**src/rtl/game_ctrl_if.sv**
```systemverilog
// Signal bundle between input conditioning / renderer and the game-flow controller.
// The master side drives the button and tick inputs; the slave side is the controller.
interface game_ctrl_if #(
  parameter int SCORE_W   = 12,
  parameter int LANE_W    = 2,
  parameter int LIVES     = 3,
  parameter int MAX_LEVEL = 7
);
  localparam int LIVES_W = $clog2(LIVES + 1);
  localparam int LEVEL_W = $clog2(MAX_LEVEL + 1);

  logic               tick_in;
  logic               died_in;
  logic               jump_in;
  logic               pause_in;
  logic [LANE_W-1:0]  lane_in;

  logic               playing;
  logic               paused;
  logic               game_over;
  logic               reset_game;
  logic [SCORE_W-1:0] time_alive;
  logic [SCORE_W-1:0] high_score;
  logic [LIVES_W-1:0] lives_left;
  logic [LEVEL_W-1:0] level;
  logic               invuln;
  logic [LANE_W-1:0]  lane_out;
  logic               jump_out;

  modport master (
    output tick_in, died_in, jump_in, pause_in, lane_in,
    input  playing, paused, game_over, reset_game, time_alive, high_score,
           lives_left, level, invuln, lane_out, jump_out
  );

  modport slave (
    input  tick_in, died_in, jump_in, pause_in, lane_in,
    output playing, paused, game_over, reset_game, time_alive, high_score,
           lives_left, level, invuln, lane_out, jump_out
  );
endinterface

```
**src/rtl/game_ctrl_fsm.sv**
```systemverilog
// Game-flow controller: start/play/pause/resume/over sequencing with lives,
// post-hit invulnerability, speed levels, saturating score and retained high score.
module game_ctrl_fsm #(
  parameter int SCORE_W      = 12,
  parameter int LIVES        = 3,
  parameter int LANE_W       = 2,
  parameter int INVULN_TICKS = 8,
  parameter int LEVEL_TICKS  = 256,
  parameter int MAX_LEVEL    = 7,
  parameter int RESUME_TICKS = 3
) (
  input logic        clk_in,
  input logic        rst_n_in,
  game_ctrl_if.slave bus
);
  localparam int LIVES_W = $clog2(LIVES + 1);
  localparam int LEVEL_W = $clog2(MAX_LEVEL + 1);
  localparam int INV_W   = $clog2(INVULN_TICKS + 1);
  localparam int RES_W   = $clog2(RESUME_TICKS + 1);
  localparam int LCNT_W  = (LEVEL_TICKS > 1) ? $clog2(LEVEL_TICKS) : 1;

  typedef enum logic [2:0] {
    IDLE     = 3'd0,
    PLAYING  = 3'd1,
    PAUSED   = 3'd2,
    RESUME   = 3'd3,
    GAMEOVER = 3'd4
  } state_t;

  state_t             state;
  state_t             state_next;
  logic               jump_q;
  logic               pause_q;
  logic               jump_rise;
  logic               pause_rise;
  logic               hit;
  logic               hit_fatal;
  logic               tick_apply;
  logic [SCORE_W-1:0] time_alive;
  logic [SCORE_W-1:0] high_score;
  logic [LIVES_W-1:0] lives;
  logic [LEVEL_W-1:0] level;
  logic [LCNT_W-1:0]  level_cnt;
  logic [INV_W-1:0]   invuln_cnt;
  logic [RES_W-1:0]   resume_cnt;
  logic [LANE_W-1:0]  lane_q;
  logic               jump_out_q;

  assign jump_rise  = bus.jump_in & ~jump_q;
  assign pause_rise = bus.pause_in & ~pause_q;
  assign hit        = (state == PLAYING) & bus.died_in & (invuln_cnt == '0);
  assign hit_fatal  = hit & (lives == LIVES_W'(1));
  // A non-fatal hit outranks a pause request, so the tick still counts then.
  assign tick_apply = (state == PLAYING) & bus.tick_in & ~hit_fatal & (hit | ~pause_rise);

  always_ff @(posedge clk_in or negedge rst_n_in) begin
    if (!rst_n_in) state <= IDLE;
    else           state <= state_next;
  end

  always_comb begin
    state_next = state;
    case (state)
      IDLE:     if (jump_rise) state_next = PLAYING;
      PLAYING: begin
        if (hit_fatal)              state_next = GAMEOVER;
        else if (!hit && pause_rise) state_next = PAUSED;
      end
      PAUSED:   if (pause_rise) state_next = RESUME;
      RESUME: begin
        if (pause_rise)                                   state_next = PAUSED;
        else if (bus.tick_in && resume_cnt <= RES_W'(1)) state_next = PLAYING;
      end
      GAMEOVER: if (jump_rise) state_next = IDLE;
      default:  state_next = IDLE;
    endcase
  end

  always_ff @(posedge clk_in or negedge rst_n_in) begin
    if (!rst_n_in) begin
      jump_q     <= 1'b0;
      pause_q    <= 1'b0;
      lane_q     <= '0;
      jump_out_q <= 1'b0;
      time_alive <= '0;
      high_score <= '0;
      lives      <= LIVES_W'(LIVES);
      level      <= '0;
      level_cnt  <= '0;
      invuln_cnt <= '0;
      resume_cnt <= '0;
    end else begin
      jump_q  <= bus.jump_in;
      pause_q <= bus.pause_in;
      if (state == PLAYING) begin
        lane_q     <= bus.lane_in;
        jump_out_q <= bus.jump_in;
      end else begin
        jump_out_q <= 1'b0;
      end

      if (state == IDLE && jump_rise) begin
        time_alive <= '0;
        level      <= '0;
        level_cnt  <= '0;
        invuln_cnt <= '0;
        resume_cnt <= '0;
        lives      <= LIVES_W'(LIVES);
      end

      if (hit_fatal) begin
        lives <= '0;
        if (time_alive > high_score) high_score <= time_alive;
      end else if (hit) begin
        lives <= lives - LIVES_W'(1);
      end

      if (hit && !hit_fatal)
        invuln_cnt <= INV_W'(INVULN_TICKS);
      else if (tick_apply && invuln_cnt != '0)
        invuln_cnt <= invuln_cnt - INV_W'(1);

      if (tick_apply) begin
        if (time_alive != '1) time_alive <= time_alive + SCORE_W'(1);
        if (level_cnt == LCNT_W'(LEVEL_TICKS - 1)) begin
          level_cnt <= '0;
          if (level != LEVEL_W'(MAX_LEVEL)) level <= level + LEVEL_W'(1);
        end else begin
          level_cnt <= level_cnt + LCNT_W'(1);
        end
      end

      if (state == PAUSED && pause_rise)
        resume_cnt <= RES_W'(RESUME_TICKS);
      else if (state == RESUME && !pause_rise && bus.tick_in && resume_cnt != '0)
        resume_cnt <= resume_cnt - RES_W'(1);
    end
  end

  always_comb begin
    bus.playing    = (state == PLAYING);
    bus.paused     = (state == PAUSED) || (state == RESUME);
    bus.game_over  = (state == GAMEOVER);
    bus.reset_game = (state == IDLE);
    bus.time_alive = time_alive;
    bus.high_score = high_score;
    bus.lives_left = lives;
    bus.level      = level;
    bus.invuln     = (invuln_cnt != '0);
    bus.lane_out   = lane_q;
    bus.jump_out   = jump_out_q;
  end
endmodule

```
**src/flat_wrapper.sv**
```systemverilog
// flat-port wrapper written by rule: the top's interface ports become plain ports
module game_ctrl_fsm_flat 
#(
  parameter int SCORE_W      = 12,
  parameter int LIVES        = 3,
  parameter int LANE_W       = 2,
  parameter int INVULN_TICKS = 8,
  parameter int LEVEL_TICKS  = 256,
  parameter int MAX_LEVEL    = 7,
  parameter int RESUME_TICKS = 3
)
  (clk_in, rst_n_in, bus_tick_in, bus_died_in, bus_jump_in, bus_pause_in, bus_lane_in, bus_playing, bus_paused, bus_game_over, bus_reset_game, bus_time_alive, bus_high_score, bus_lives_left, bus_level, bus_invuln, bus_lane_out, bus_jump_out);
  game_ctrl_if #(.SCORE_W(SCORE_W), .LANE_W(LANE_W), .LIVES(LIVES), .MAX_LEVEL(MAX_LEVEL)) bus_i ();
  input logic clk_in;
  input logic rst_n_in;
  input wire logic [$bits(bus_i.tick_in)-1:0] bus_tick_in;
  input wire logic [$bits(bus_i.died_in)-1:0] bus_died_in;
  input wire logic [$bits(bus_i.jump_in)-1:0] bus_jump_in;
  input wire logic [$bits(bus_i.pause_in)-1:0] bus_pause_in;
  input wire logic [$bits(bus_i.lane_in)-1:0] bus_lane_in;
  output wire logic [$bits(bus_i.playing)-1:0] bus_playing;
  output wire logic [$bits(bus_i.paused)-1:0] bus_paused;
  output wire logic [$bits(bus_i.game_over)-1:0] bus_game_over;
  output wire logic [$bits(bus_i.reset_game)-1:0] bus_reset_game;
  output wire logic [$bits(bus_i.time_alive)-1:0] bus_time_alive;
  output wire logic [$bits(bus_i.high_score)-1:0] bus_high_score;
  output wire logic [$bits(bus_i.lives_left)-1:0] bus_lives_left;
  output wire logic [$bits(bus_i.level)-1:0] bus_level;
  output wire logic [$bits(bus_i.invuln)-1:0] bus_invuln;
  output wire logic [$bits(bus_i.lane_out)-1:0] bus_lane_out;
  output wire logic [$bits(bus_i.jump_out)-1:0] bus_jump_out;
  assign bus_i.tick_in = bus_tick_in;
  assign bus_i.died_in = bus_died_in;
  assign bus_i.jump_in = bus_jump_in;
  assign bus_i.pause_in = bus_pause_in;
  assign bus_i.lane_in = bus_lane_in;
  assign bus_playing = bus_i.playing;
  assign bus_paused = bus_i.paused;
  assign bus_game_over = bus_i.game_over;
  assign bus_reset_game = bus_i.reset_game;
  assign bus_time_alive = bus_i.time_alive;
  assign bus_high_score = bus_i.high_score;
  assign bus_lives_left = bus_i.lives_left;
  assign bus_level = bus_i.level;
  assign bus_invuln = bus_i.invuln;
  assign bus_lane_out = bus_i.lane_out;
  assign bus_jump_out = bus_i.jump_out;
  game_ctrl_fsm #(.SCORE_W(SCORE_W), .LIVES(LIVES), .LANE_W(LANE_W), .INVULN_TICKS(INVULN_TICKS), .LEVEL_TICKS(LEVEL_TICKS), .MAX_LEVEL(MAX_LEVEL), .RESUME_TICKS(RESUME_TICKS)) u_core (.clk_in(clk_in), .rst_n_in(rst_n_in), .bus(bus_i));
endmodule
```
**config.mk**
```make
export PLATFORM = sky130hd
export DESIGN_NAME = game_ctrl_fsm_flat
export DESIGN_NICKNAME = d
export VERILOG_FILES = /design/src/rtl/game_ctrl_if.sv /design/src/rtl/game_ctrl_fsm.sv /design/src/flat_wrapper.sv
export SDC_FILE = /design/constraint.sdc
export NUM_CORES = 1
export LEC_CHECK = 0
export ABC_AREA = 1
export BUFFER_PORTS_ARGS = -buffer_cell sky130_fd_sc_hd__buf_2
export CORE_MARGIN = 3
export CORE_UTILIZATION = 62
export DETAILED_ROUTE_END_ITERATION = 8
export PLACE_DENSITY = 0.85
export RECOVER_POWER = 100
export SYNTH_ARGS = -nofsm -noshare
export SYNTH_HDL_FRONTEND = slang
export SYNTH_SLANG_ARGS = --single-unit
export TNS_END_PERCENT = 50
```
**constraint.sdc**
```tcl
create_clock -name clk_in -period 3.7 [get_ports clk_in]
set_clock_uncertainty 0.1 [all_clocks]
set_input_delay 0.37 -clock clk_in [delete_from_list [all_inputs] [get_ports clk_in]]
set_output_delay 0.37 -clock clk_in [all_outputs]
set_load 0.005 [all_outputs]
```
==> results.ini, run 1 <==
[place]
port_buffers = 44
dp_hpwl_um = 5074
gp_congestion = 0.8667

[sta]
rsz0062_at_grt = no
min_period_over_period_pct = 67.83
finalSetupTns_ns = 0
tightest_slew_ns = 1.124
slew_headroom_pct = 25.04
fmax_mhz = 398.5
report.final.slew_viol_count = 0
finalSetupViolCount = 0
fin_crit_ns = 2.510
final_hold_viol_count = 0

[logic_synthesis]
yosysMostFrequentCell = nand2_1
syn_avg_cell_area_um2 = 7.631
ys_top_cells_by_area = dfrtp_1 (39%), nand2_1 (15%), ha_1 (8.3%), nand3_1 (7.8%), inv_1 (6.3%)
async_flop_share_pct = 100.0
synth.largest_area_cell = dfrtp_1
syn_area_mm2 = 0.003159
synth_edf_count = 0
yosysWarningCount = 0
synth_top_area_share_pct = 38.81
netlist_instances = 414
synth_seq_cells = 51
ys_types = 35
synthFlopType = dfrtp_1
synthesis.nets = 443
ys_seq_area_share_pct = 40.48
synth_common_cells = nand2_1 (123), inv_1 (53), dfrtp_1 (49), nand3_1 (49), nor2_1 (31)

[cts]
root_buffer = clkbuf_8
clk_latency_ns = 0.31
htree_num_levels = 2
clockBufferDepth = 2
numClockSinks = 51
path_clk_slew_ns = 0.10
cts_buffers = 5
cts_tree = built

[finish]
nNetsFinal = 489
n_antenna_cell = 0
syn2layout_area_growth_pct = 9.386
fillers = 395
drive_above_1_share_pct = 10.41

[worst_setup_path]
end_kind = flip-flop
worstPathArrival_ns = 2.61
path_cells = ha_1, nand2_1, nor2_1, and2_0, nand2_1, nand3_1, nand2_1, nand2_1, nand2_1
cp_slowest_cell = dfrtp_1
start_kind = flip-flop
cp_common_cell = nand2_1
required_ns = 3.80
critical_path_class = reg2reg
critPathMaxFanout = 13
cpPeakStageDelay_ns = 0.49

[die]
num_rows = 25
die_h_um = 77.39
start_util_pct = 65.58
io-pin-count = 45
dieWidth_um = 77.39
core_area_mm2 = 0.004817
dieArea_mm2 = 0.005988

[power]
internal-power_w = 0.001115
pwr-share-comb_pct = 42.3
ir_drop_mv = 0.4524
switching_power_w = 0.0008603
power_leakage_nw = 1.920
p_sw_share_pct = 43.55
sequentialPowerShare_pct = 41.3
power_w = 0.001975
power_density_mw_per_mm2 = 571.6
clock_power_share_pct = 16.4

[global_routing]
grt_pass1_wl_um = 12110
overflow = 0
grt_max_degree = 32
grt_antenna_before_repair = 0
gr-usage-all-layers_pct = 24.51
first_global_vias = 2729

[worst_hold_path]
hp-class = in2reg

[drt]
vias = 2825
wl_met2_um = 3413
finalWirelength_um = 6821
topRoutingLayerUsed = met4
dr.pass1.iters = 6
remaining_drc_errors = 0
wl_met3_um = 325
drt_iter0_drc = 175
post_drt_wl_per_cell_um = 12.92
m1WireLength_um = 3018
viasPerCell = 5.350
final_antenna_net_count = 0

[flow_run]
drv_cap = 0

[status]
status = finished, final reports clean

-- cell families after synthesis --
kind of cell / share of synthesized area (%)
simple gates: 32.40
buf+inv: 8.396
flops: 40.48
compound gates: 7.367
fa+ha+maj: 8.317
xor+xnor: 3.049
-- repair_timing --
item	CTS	global route
buffers inserted	0	0
hold buffers	1	0
resized for setup	0	0
hold endpoints to repair	20	0
-- through the flow --
stage | instance area, µm² | std cells | setup WS [ns] | utilization (%) | hold slack, ns
after global placement | 3416 | 519 | 1.399 | 70.91 | 0.2426
after CTS | 3515 | 528 | 1.359 | 72.96 | 0.07637
after floorplan | 3159 | 414 | 1.923 | - | -0.02559
after detailed placement | 3416 | 519 | 1.371 | 70.91 | 0.2441
after global routing | 3456 | 528 | 0.9362 | 71.74 | 0.07668
final | 3456 | 528 | 1.190 | 71.74 | 0.08139
-- final timing paths --
check,startpoint,slack (ns),depth (start not counted),end
worst max-delay path,u_core.bus.time_alive[7],1.19,9,u_core.bus.high_score[3]
worst min-delay path,bus_pause_in,0.08,1,u_core.pause_q
worst max register to register,u_core.bus.time_alive[7],1.19,9,u_core.bus.high_score[3]
worst min register to register,u_core.bus.lane_out[0],0.39,2,u_core.bus.lane_out[0]
max in group asynchronous,rst_n_in,1.77,3,u_core.bus.lives_left[1]
min in group asynchronous,rst_n_in,0.69,2,u_core.bus.high_score[0]
-- layer usage --
metal / vias to the layer above / track usage [%]
met1: 1319 / 30.96
met2: 74 / 43.01
li1: 1424 / -
met4: 0 / 7.473
met5: - / 0
met3: 8 / 4.060
-- area by class of cell --
cell class | instances | area, µm² | area share [%]
multi-input cells | 300 | 1570 | 45.44
flip-flops and latches | 51 | 1279 | 37.00
repair buffers | 46 | 224.0 | 6.481
inverters | 56 | 210.2 | 6.083
well taps | 67 | 83.83 | 2.426
clock buffers | 5 | 68.82 | 1.991
clock inverters | 3 | 20.02 | 0.5793
-- critical path: cells and delay by family (launching register included) --
| family | cells | cell delay, ns |
|---|---|---|
| AND/OR/NAND/NOR | 8 | 1.46 |
| flip-flops | 1 | 0.49 |
| adder cells (fa/ha/maj) | 1 | 0.34 |
-- power by group through the flow --
stage	logic (W)	clock network (W)	registers, W
floorplan	0.000663	0	0.000805
global placement	0.000844	0	0.000819
detailed placement	0.000879	0	0.000826
CTS	0.000884	0.000329	0.000816
global route	0.000962	0.000355	0.000838
finish	0.000836	0.000323	0.000817
-- sequential cells by signal, summed over array words and instances (netlist names) --
| name | cells |
|---|---|
| u_core.bus.high_score | 12 |
| u_core.bus.jump_out | 1 |
| u_core.bus.lane_out | 2 |
| u_core.bus.level | 3 |
| u_core.bus.lives_left | 2 |
| u_core.bus.time_alive | 12 |
| u_core.invuln_cnt | 4 |
| u_core.jump_q | 1 |
| u_core.level_cnt | 8 |
| u_core.pause_q | 1 |
| u_core.resume_cnt | 2 |
| u_core.state | 3 |
-- cell usage in the layout, fill, tap and decap left out, types with 2 or more instances in the layout --
master | netlist | final
a21oi_1 | 12 | 12
xor2_1 | 10 | 10
o21ai_0 | 7 | 13
nand2_1 | 123 | 127
inv_1 | 53 | 55
nor3_1 | 7 | 7
o211ai_1 | 2 | 2
clkbuf_8 | 0 | 5
o21ai_1 | 10 | 4
nand4_1 | 5 | 5
ha_1 | 21 | 21
o21bai_1 | 2 | 2
nor2_1 | 31 | 35
clkbuf_1 | 1 | 11
dfrtp_1 | 49 | 49
clkinvlp_4 | 0 | 2
buf_2 | 2 | 32
nand3_1 | 49 | 51
No activity file was read; power rests on OpenSTA's default activity.
==> run 2: changes to the inputs <==
--- a/config.mk
+++ b/config.mk
@@ -8,9 +8,9 @@
 export ABC_AREA = 1
 export BUFFER_PORTS_ARGS = -buffer_cell sky130_fd_sc_hd__buf_2
 export CORE_MARGIN = 3
-export CORE_UTILIZATION = 62
+export CORE_UTILIZATION = 58
 export DETAILED_ROUTE_END_ITERATION = 8
-export PLACE_DENSITY = 0.85
+export PLACE_DENSITY = 0.81
 export RECOVER_POWER = 100
 export SYNTH_ARGS = -nofsm -noshare
 export SYNTH_HDL_FRONTEND = slang
==> constraint.sdc (replaced) <==
create_clock -name clk_in -period 2.6 [get_ports clk_in]
set_clock_uncertainty 0.1 [all_clocks]
set_input_delay 0.26 -clock clk_in [delete_from_list [all_inputs] [get_ports clk_in]]
set_output_delay 0.26 -clock clk_in [all_outputs]
set_load 0.005 [all_outputs]
==> run 2 against run 1 <==
Register-to-register slack worse by 0.78 ns. Combinational power increased by 46%. First-iteration DRC count grew 19%. Setup slack worse by 0.79 ns. Clock power increased by 52%. Clock-buffer cell count is 3 higher. Flip-flop and latch count is the same. Critical path type is now in2reg. Largest cell class unchanged. Highest routed layer unchanged.
==> results.ini, run 2 (synthesized netlist as in run 1, its figures left out) <==
[drt]
final_antenna_net_count = 0  ; unchanged
dr.pass1.iters = 5  ; was 6
remaining_drc_errors = 0  ; unchanged
finalWirelength_um = 6625  ; was 6821 µm
drt_iter0_drc = 209  ; was 175
vias = 2775  ; was 2825
post_drt_wl_per_cell_um = 12.34  ; was 12.92 µm
viasPerCell = 5.168  ; was 5.350

[worst_setup_path]
crit_path_start = bus_jump_in  ; was u_core.bus.time_alive[7]
critical_path_class = in2reg  ; was reg2reg
reg2reg_depth = 8  ; was 9
start_kind = primary input  ; was flip-flop
rrSetupSlack_ns = 0.41  ; was 1.19 ns
r2r-start = u_core.state[0]  ; was u_core.bus.time_alive[7]
critPathMaxFanout = 9  ; was 13
worstPathArrival_ns = 2.30  ; was 2.61 ns
end_kind = flip-flop  ; unchanged
r2r_end = u_core.bus.time_alive[2]  ; was u_core.bus.high_score[3]
required_ns = 2.69  ; was 3.80 ns

[worst_hold_path]
hold_depth = 3  ; was 1
hp-class = in2reg  ; unchanged
min_to = u_core.bus.lane_out[0]  ; was u_core.pause_q
min_from = bus_lane_in[0]  ; was bus_pause_in

[die]
dieWidth_um = 79.81  ; was 77.39 µm
num_rows = 26  ; was 25
core_area_mm2 = 0.005172  ; was 0.004817 mm²
io-pin-count = 45  ; unchanged
dieArea_mm2 = 0.006369  ; was 0.005988 mm²
start_util_pct = 61.08  ; was 65.58%
die_h_um = 79.81  ; was 77.39 µm

[finish]
syn2layout_area_growth_pct = 11.37  ; was 9.386%
final_common_cell = nand2_1  ; unchanged
fillers = 453  ; was 395
n_antenna_cell = 0  ; unchanged
most-common-layout-cells = nand2_1 (127), inv_1 (53), nand3_1 (50)  ; was nand2_1 (127), inv_1 (55), nand3_1 (51)
top_regs = u_core.bus.high_score: 12 flops, u_core.bus.time_alive: 12 flops, u_core.level_cnt: 8 flops  ; unchanged
final_area_mm2 = 0.003518  ; was 0.003456 mm²
drive_above_1_share_pct = 10.92  ; was 10.41%
nNetsFinal = 495  ; was 489

[flow_run]
drv_cap = 0  ; unchanged

[sta]
finalSetupTns_ns = 0  ; unchanged
report.final.slew_viol_count = 0  ; unchanged
final_hold_viol_count = 0  ; unchanged
finalSetupViolCount = 0  ; unchanged
fin_crit_ns = 2.204
fmax_mhz = 453.8
tightest_slew_ns = 1.243  ; was 1.124 ns
min_period_over_period_pct = 84.76
fin_hold_ws_ns = 0.06005  ; was 0.08139 ns
rsz0062_at_grt = no  ; unchanged
slew_headroom_pct = 17.11  ; was 25.04%

[cts]
cts_setup_buffers = 0  ; unchanged
clk_latency_ns = 0.30  ; was 0.31 ns
htree_num_levels = 2  ; unchanged
path_clk_slew_ns = 0.08  ; was 0.10 ns
cts_tree = built  ; unchanged
clockBufferDepth = 2  ; unchanged
root_buffer = clkbuf_8  ; unchanged
cts_buffers = 5  ; unchanged
numClockSinks = 51  ; unchanged

[global_routing]
grt_max_degree = 52  ; was 32
gr-usage-all-layers_pct = 22.48  ; was 24.51%
overflow = 0  ; unchanged
grt_antenna_before_repair = 0  ; unchanged
grt_pass1_wl_um = 11470  ; was 12110 µm
first_global_vias = 2617  ; was 2729

[place]
placed_area_mm2 = 0.003450  ; was 0.003416 mm²
gp_congestion = 0.8846  ; was 0.8667
port_buffers = 44  ; unchanged
dp_hpwl_um = 4914  ; was 5074 µm

[power]
power_density_mw_per_mm2 = 816.5  ; was 571.6 mW/mm²
clock_power_share_pct = 17.1  ; was 16.4%
internal-power_w = 0.001682  ; was 0.001115 W
sequentialPowerShare_pct = 40.3  ; was 41.3%
switching_power_w = 0.001190  ; was 0.0008603 W
pwr-share-comb_pct = 42.6  ; was 42.3%
ir_drop_mv = 0.5111  ; was 0.4524 mV
p_sw_share_pct = 41.44  ; was 43.55%
power_leakage_nw = 1.942  ; was 1.920 nW

[status]
status = finished, final reports clean  ; unchanged

-- run 2: power groups by stage --
stage          clock [W]  sequential (W)  combinational (W)
2_1_floorplan          0         0.00115           0.000944
3_3_place_gp           0         0.00117            0.00123
3_5_place_dp           0         0.00117            0.00128
4_1_cts         0.000512         0.00116            0.00129
5_1_grt         0.000544         0.00119            0.00142
6_report        0.000491         0.00116            0.00122
-- run 2: worst max path at each step --
stage	to	slack [ns]	cells after the start
after floorplan	u_core.bus.high_score[9]	0.82	10
after global placement	u_core.level_cnt[6]	0.68	8
after detailed placement	u_core.level_cnt[4]	0.65	8
after CTS	u_core.level_cnt[4]	0.63	8
after global routing	u_core.bus.time_alive[2]	0.21	8
final	u_core.bus.time_alive[2]	0.40	9
-- run 2: repair_timing --
item / 4_1_cts / 5_1_grt
resized for setup: 0 / 0
hold buffers: 3 / 0
hold endpoints to repair: 48 / 0
endpoints found under the setup margin: 0 / 0
-- run 2: layout make-up --
type | count | area [µm²] | share of cell area [%]
Timing Repair Buffer | 52 | 264.0 | 7.504
Clock buffer | 8 | 100.1 | 2.845
Inverter | 56 | 210.2 | 5.974
Sequential cell | 51 | 1279 | 36.34
Tap cell | 70 | 87.58 | 2.489
Multi-Input combinational cell | 300 | 1578 | 44.84
-- run 2: critical path: stages --
cell	delay (ns)
dlygate4sd3_1	0.52
clkbuf_1	0.14
nand2_1	0.10
nor2_1	0.61
nor2_1	0.14
nand2_1	0.29
o21ai_1	0.11
nand2_1	0.07
nand2_1	0.05
-- run 2: through the flow --
step | util, % | power [W] | instances | worst slack, ns
after floorplan | - | 0.002089 | 414 | 0.8231
after global placement | 66.69 | 0.002400 | 526 | 0.6839
after detailed placement | 66.69 | 0.002458 | 526 | 0.6465
after CTS | 69.21 | 0.002963 | 537 | 0.6288
after global routing | 68.02 | 0.003157 | 537 | 0.2104
final | 68.02 | 0.002873 | 537 | 0.3962
-- run 2: per-layer routing --
layer / share of wire (%) / GRT usage, %
met5: 0 / 0
met4: 1.1 / 6.926
met3: 3.9 / 4.628
met2: 50 / 38.98
met1: 45 / 28.05
==> run 3: changes to the inputs <==
--- a/config.mk
+++ b/config.mk
@@ -8,9 +8,9 @@
 export ABC_AREA = 1
 export BUFFER_PORTS_ARGS = -buffer_cell sky130_fd_sc_hd__buf_2
 export CORE_MARGIN = 3
-export CORE_UTILIZATION = 58
+export CORE_UTILIZATION = 52
 export DETAILED_ROUTE_END_ITERATION = 8
-export PLACE_DENSITY = 0.81
+export PLACE_DENSITY = 0.76
 export RECOVER_POWER = 100
 export SYNTH_ARGS = -nofsm -noshare
 export SYNTH_HDL_FRONTEND = slang
==> constraint.sdc (replaced) <==
create_clock -name clk_in -period 1.8 [get_ports clk_in]
set_clock_uncertainty 0.1 [all_clocks]
set_input_delay 0.18 -clock clk_in [delete_from_list [all_inputs] [get_ports clk_in]]
set_output_delay 0.18 -clock clk_in [all_outputs]
set_load 0.005 [all_outputs]
==> run 3 against run 2 <==
Critical path depth grew 1. Critical endpoint is now u_core.bus.high_score[6]. Wire length rose by 28%. Final area increased by 19%. Sequential power rose by 43%. Core utilization increased by 5.7 points. Total power increased by 80%. Die area increased by 11%.
==> results.ini, run 3 (synthesized netlist as in run 1, its figures left out) <==
[global_routing]
gr-usage-all-layers_pct = 21.63  ; was 22.48%
grt_pass1_wl_um = 12760  ; was 11470 µm
grt_max_degree = 21  ; was 52
grt_antenna_before_repair = 0  ; unchanged
overflow = 0  ; unchanged
first_global_vias = 2894  ; was 2617

[die]
num_rows = 27  ; was 26
start_util_pct = 55.67  ; was 61.08%
die_h_um = 83.95  ; was 79.81 µm
core_area_mm2 = 0.005675  ; was 0.005172 mm²
dieArea_mm2 = 0.007047  ; was 0.006369 mm²
dieWidth_um = 83.95  ; was 79.81 µm
io-pin-count = 45  ; unchanged

[place]
dp_hpwl_um = 5638  ; was 4914 µm
port_buffers = 44  ; unchanged
gp_congestion = 0.8977  ; was 0.8846
placed_area_mm2 = 0.003685  ; was 0.003450 mm²

[power]
power_leakage_nw = 2.283  ; was 1.942 nW
ir_drop_mv = 0.8857  ; was 0.5111 mV
power_density_mw_per_mm2 = 1235  ; was 816.5 mW/mm²

[finish]
syn2layout_area_growth_pct = 32.44  ; was 11.37%
nNetsFinal = 535  ; was 495
drive_above_1_share_pct = 29.45  ; was 10.92%
final_area_mm2 = 0.004184  ; was 0.003518 mm²
fillers = 415  ; was 453
n_antenna_cell = 0  ; unchanged
top_regs = u_core.bus.high_score: 12 flops, u_core.bus.time_alive: 12 flops, u_core.level_cnt: 8 flops  ; unchanged
most-common-layout-cells = nand2_1 (116), dfrtp_1 (49), inv_1 (47)  ; was nand2_1 (127), inv_1 (53), nand3_1 (50)
final_common_cell = nand2_1  ; unchanged
finish.utilization_pct = 73.72  ; was 68.02%

[worst_setup_path]
start_kind = flip-flop  ; was primary input
cp_top_family = simple AND/OR/NAND/NOR gates  ; unchanged
end_kind = flip-flop  ; unchanged
required_ns = 1.95  ; was 2.69 ns
worstPathArrival_ns = 1.94  ; was 2.30 ns
cp_num_buf_inv = 3  ; was 2
cpPeakStageDelay_ns = 0.42  ; was 0.61 ns
critPathMaxFanout = 6  ; was 9
path_cells = inv_2, ha_4, nand3_4, nor2_4, nand2_4, a21oi_4, buf_12, clkbuf_16, nand3_2, nand2_1  ; was dlygate4sd3_1, clkbuf_1, nand2_1, nor2_1, nor2_1, nand2_1, o21ai_1, nand2_1, nand2_1
cp_slowest_cell = dfrtp_1  ; was nor2_1
critical_path_class = reg2reg  ; was in2reg

[drt]
remaining_drc_errors = 0  ; unchanged
vias = 3085  ; was 2775
viasPerCell = 5.337  ; was 5.168
finalWirelength_um = 8503  ; was 6625 µm
post_drt_wl_per_cell_um = 14.71  ; was 12.34 µm
drt_iter0_drc = 229  ; was 209
dr.pass1.iters = 4  ; was 5
final_antenna_net_count = 0  ; unchanged

[cts]
cts_buffers = 5  ; unchanged
root_buffer = clkbuf_8  ; unchanged
htree_num_levels = 2  ; unchanged
cts_tree = built  ; unchanged
numClockSinks = 51  ; unchanged
clk_latency_ns = 0.30  ; about the same
clockBufferDepth = 2  ; unchanged
path_clk_slew_ns = 0.09  ; was 0.08 ns

[sta]
finalSetupViolCount = 0  ; unchanged
slew_headroom_pct = 37.86  ; was 17.11%
final_hold_viol_count = 0  ; unchanged
min_period_over_period_pct = 99.80
fin_hold_ws_ns = 0.1496  ; was 0.06005 ns
report.final.slew_viol_count = 0  ; unchanged
fmax_mhz = 556.7
tightest_slew_ns = 0.9320  ; was 1.243 ns
fin_crit_ns = 1.796
rsz0062_at_grt = yes  ; was no
finalSetupTns_ns = 0  ; unchanged

[flow_run]
drv_cap = 0  ; unchanged

[status]
status = finished, final reports clean  ; unchanged

[worst_hold_path]
hp-class = in2reg  ; unchanged

## run 3: changes by cell type in the layout (fill, tap and decap cells not counted), moves of 9 or more
| cell | previous run | this run |
|---|---|---|
| buf_4 | 3 | 29 |
| clkbuf_1 | 15 | 3 |
| nand2_1 | 127 | 116 |
| nor2_1 | 34 | 24 |
| buf_2 | 30 | 41 |
| nand3_2 | 1 | 10 |
| nand3_1 | 50 | 39 |
## run 3: report_power, final
part,total (W),switching [W],internal (W)
sequential,0.00166,0.000242,0.00142
combinational,0.00283,0.00162,0.00121
clock,0.000678,0.000375,0.000303
total,0.00517,0.00224,0.00293
## run 3: layout make-up
cell class	count	area [µm²]	area share, %
multi-input combinational	301	1829	43.72
sequential	51	1279	30.56
inverter	56	210.2	5.024
clock buffer	6	82.58	1.974
clock inverter	1	5.005	0.1196
tap	72	90.09	2.153
timing repair buffer	91	688.2	16.45
## run 3: metal layers
layer  vias up  track usage (%)  routed length [µm]
li1       1509                -                   -
met1      1431            26.48                3516
met2       116            38.25                4269
met3        29            3.653                 443
met4         0            7.456                 274
met5         -                0                   0
## run 3: through the flow
stage               setup WS (ns)  power, W  std cells
floorplan                 0.02313  0.003018        414
global placement          0.01434  0.003684        554
detailed placement       -0.04176  0.003788        554
CTS                     -0.001550  0.004527        566
global route             -0.08412  0.005536        578
finish                   0.003631  0.005168        578
## run 3: path summary, 6_finish.rpt
check / startpoint / to / slack (ns) / cells past startpoint
worst max-delay path: u_core.invuln_cnt[1] / u_core.bus.high_score[6] / 0.004 / 10
worst min-delay path: bus_tick_in / u_core.bus.level[0] / 0.15 / 3
worst max register to register: u_core.invuln_cnt[1] / u_core.bus.high_score[6] / 0.004 / 10
worst min register to register: u_core.bus.lane_out[1] / u_core.bus.lane_out[1] / 0.38 / 2
max in group asynchronous: rst_n_in / u_core.bus.high_score[11] / 0.30 / 3
min in group asynchronous: rst_n_in / u_core.pause_q / 0.44 / 2
## run 3: tightest hold or removal path, stage by stage
cell	delay [ns]
buf_2	0.15
nand3_2	0.12
o21ai_1	0.06
## run 3: what timing repair did
item,CTS,global route
pin swaps,0,11
cloned,0,5
endpoints found under the setup margin,18,39
buffers inserted,0,7
endpoints found under the hold margin,18,0
hold buffers,5,0
gates resized for setup,6,49
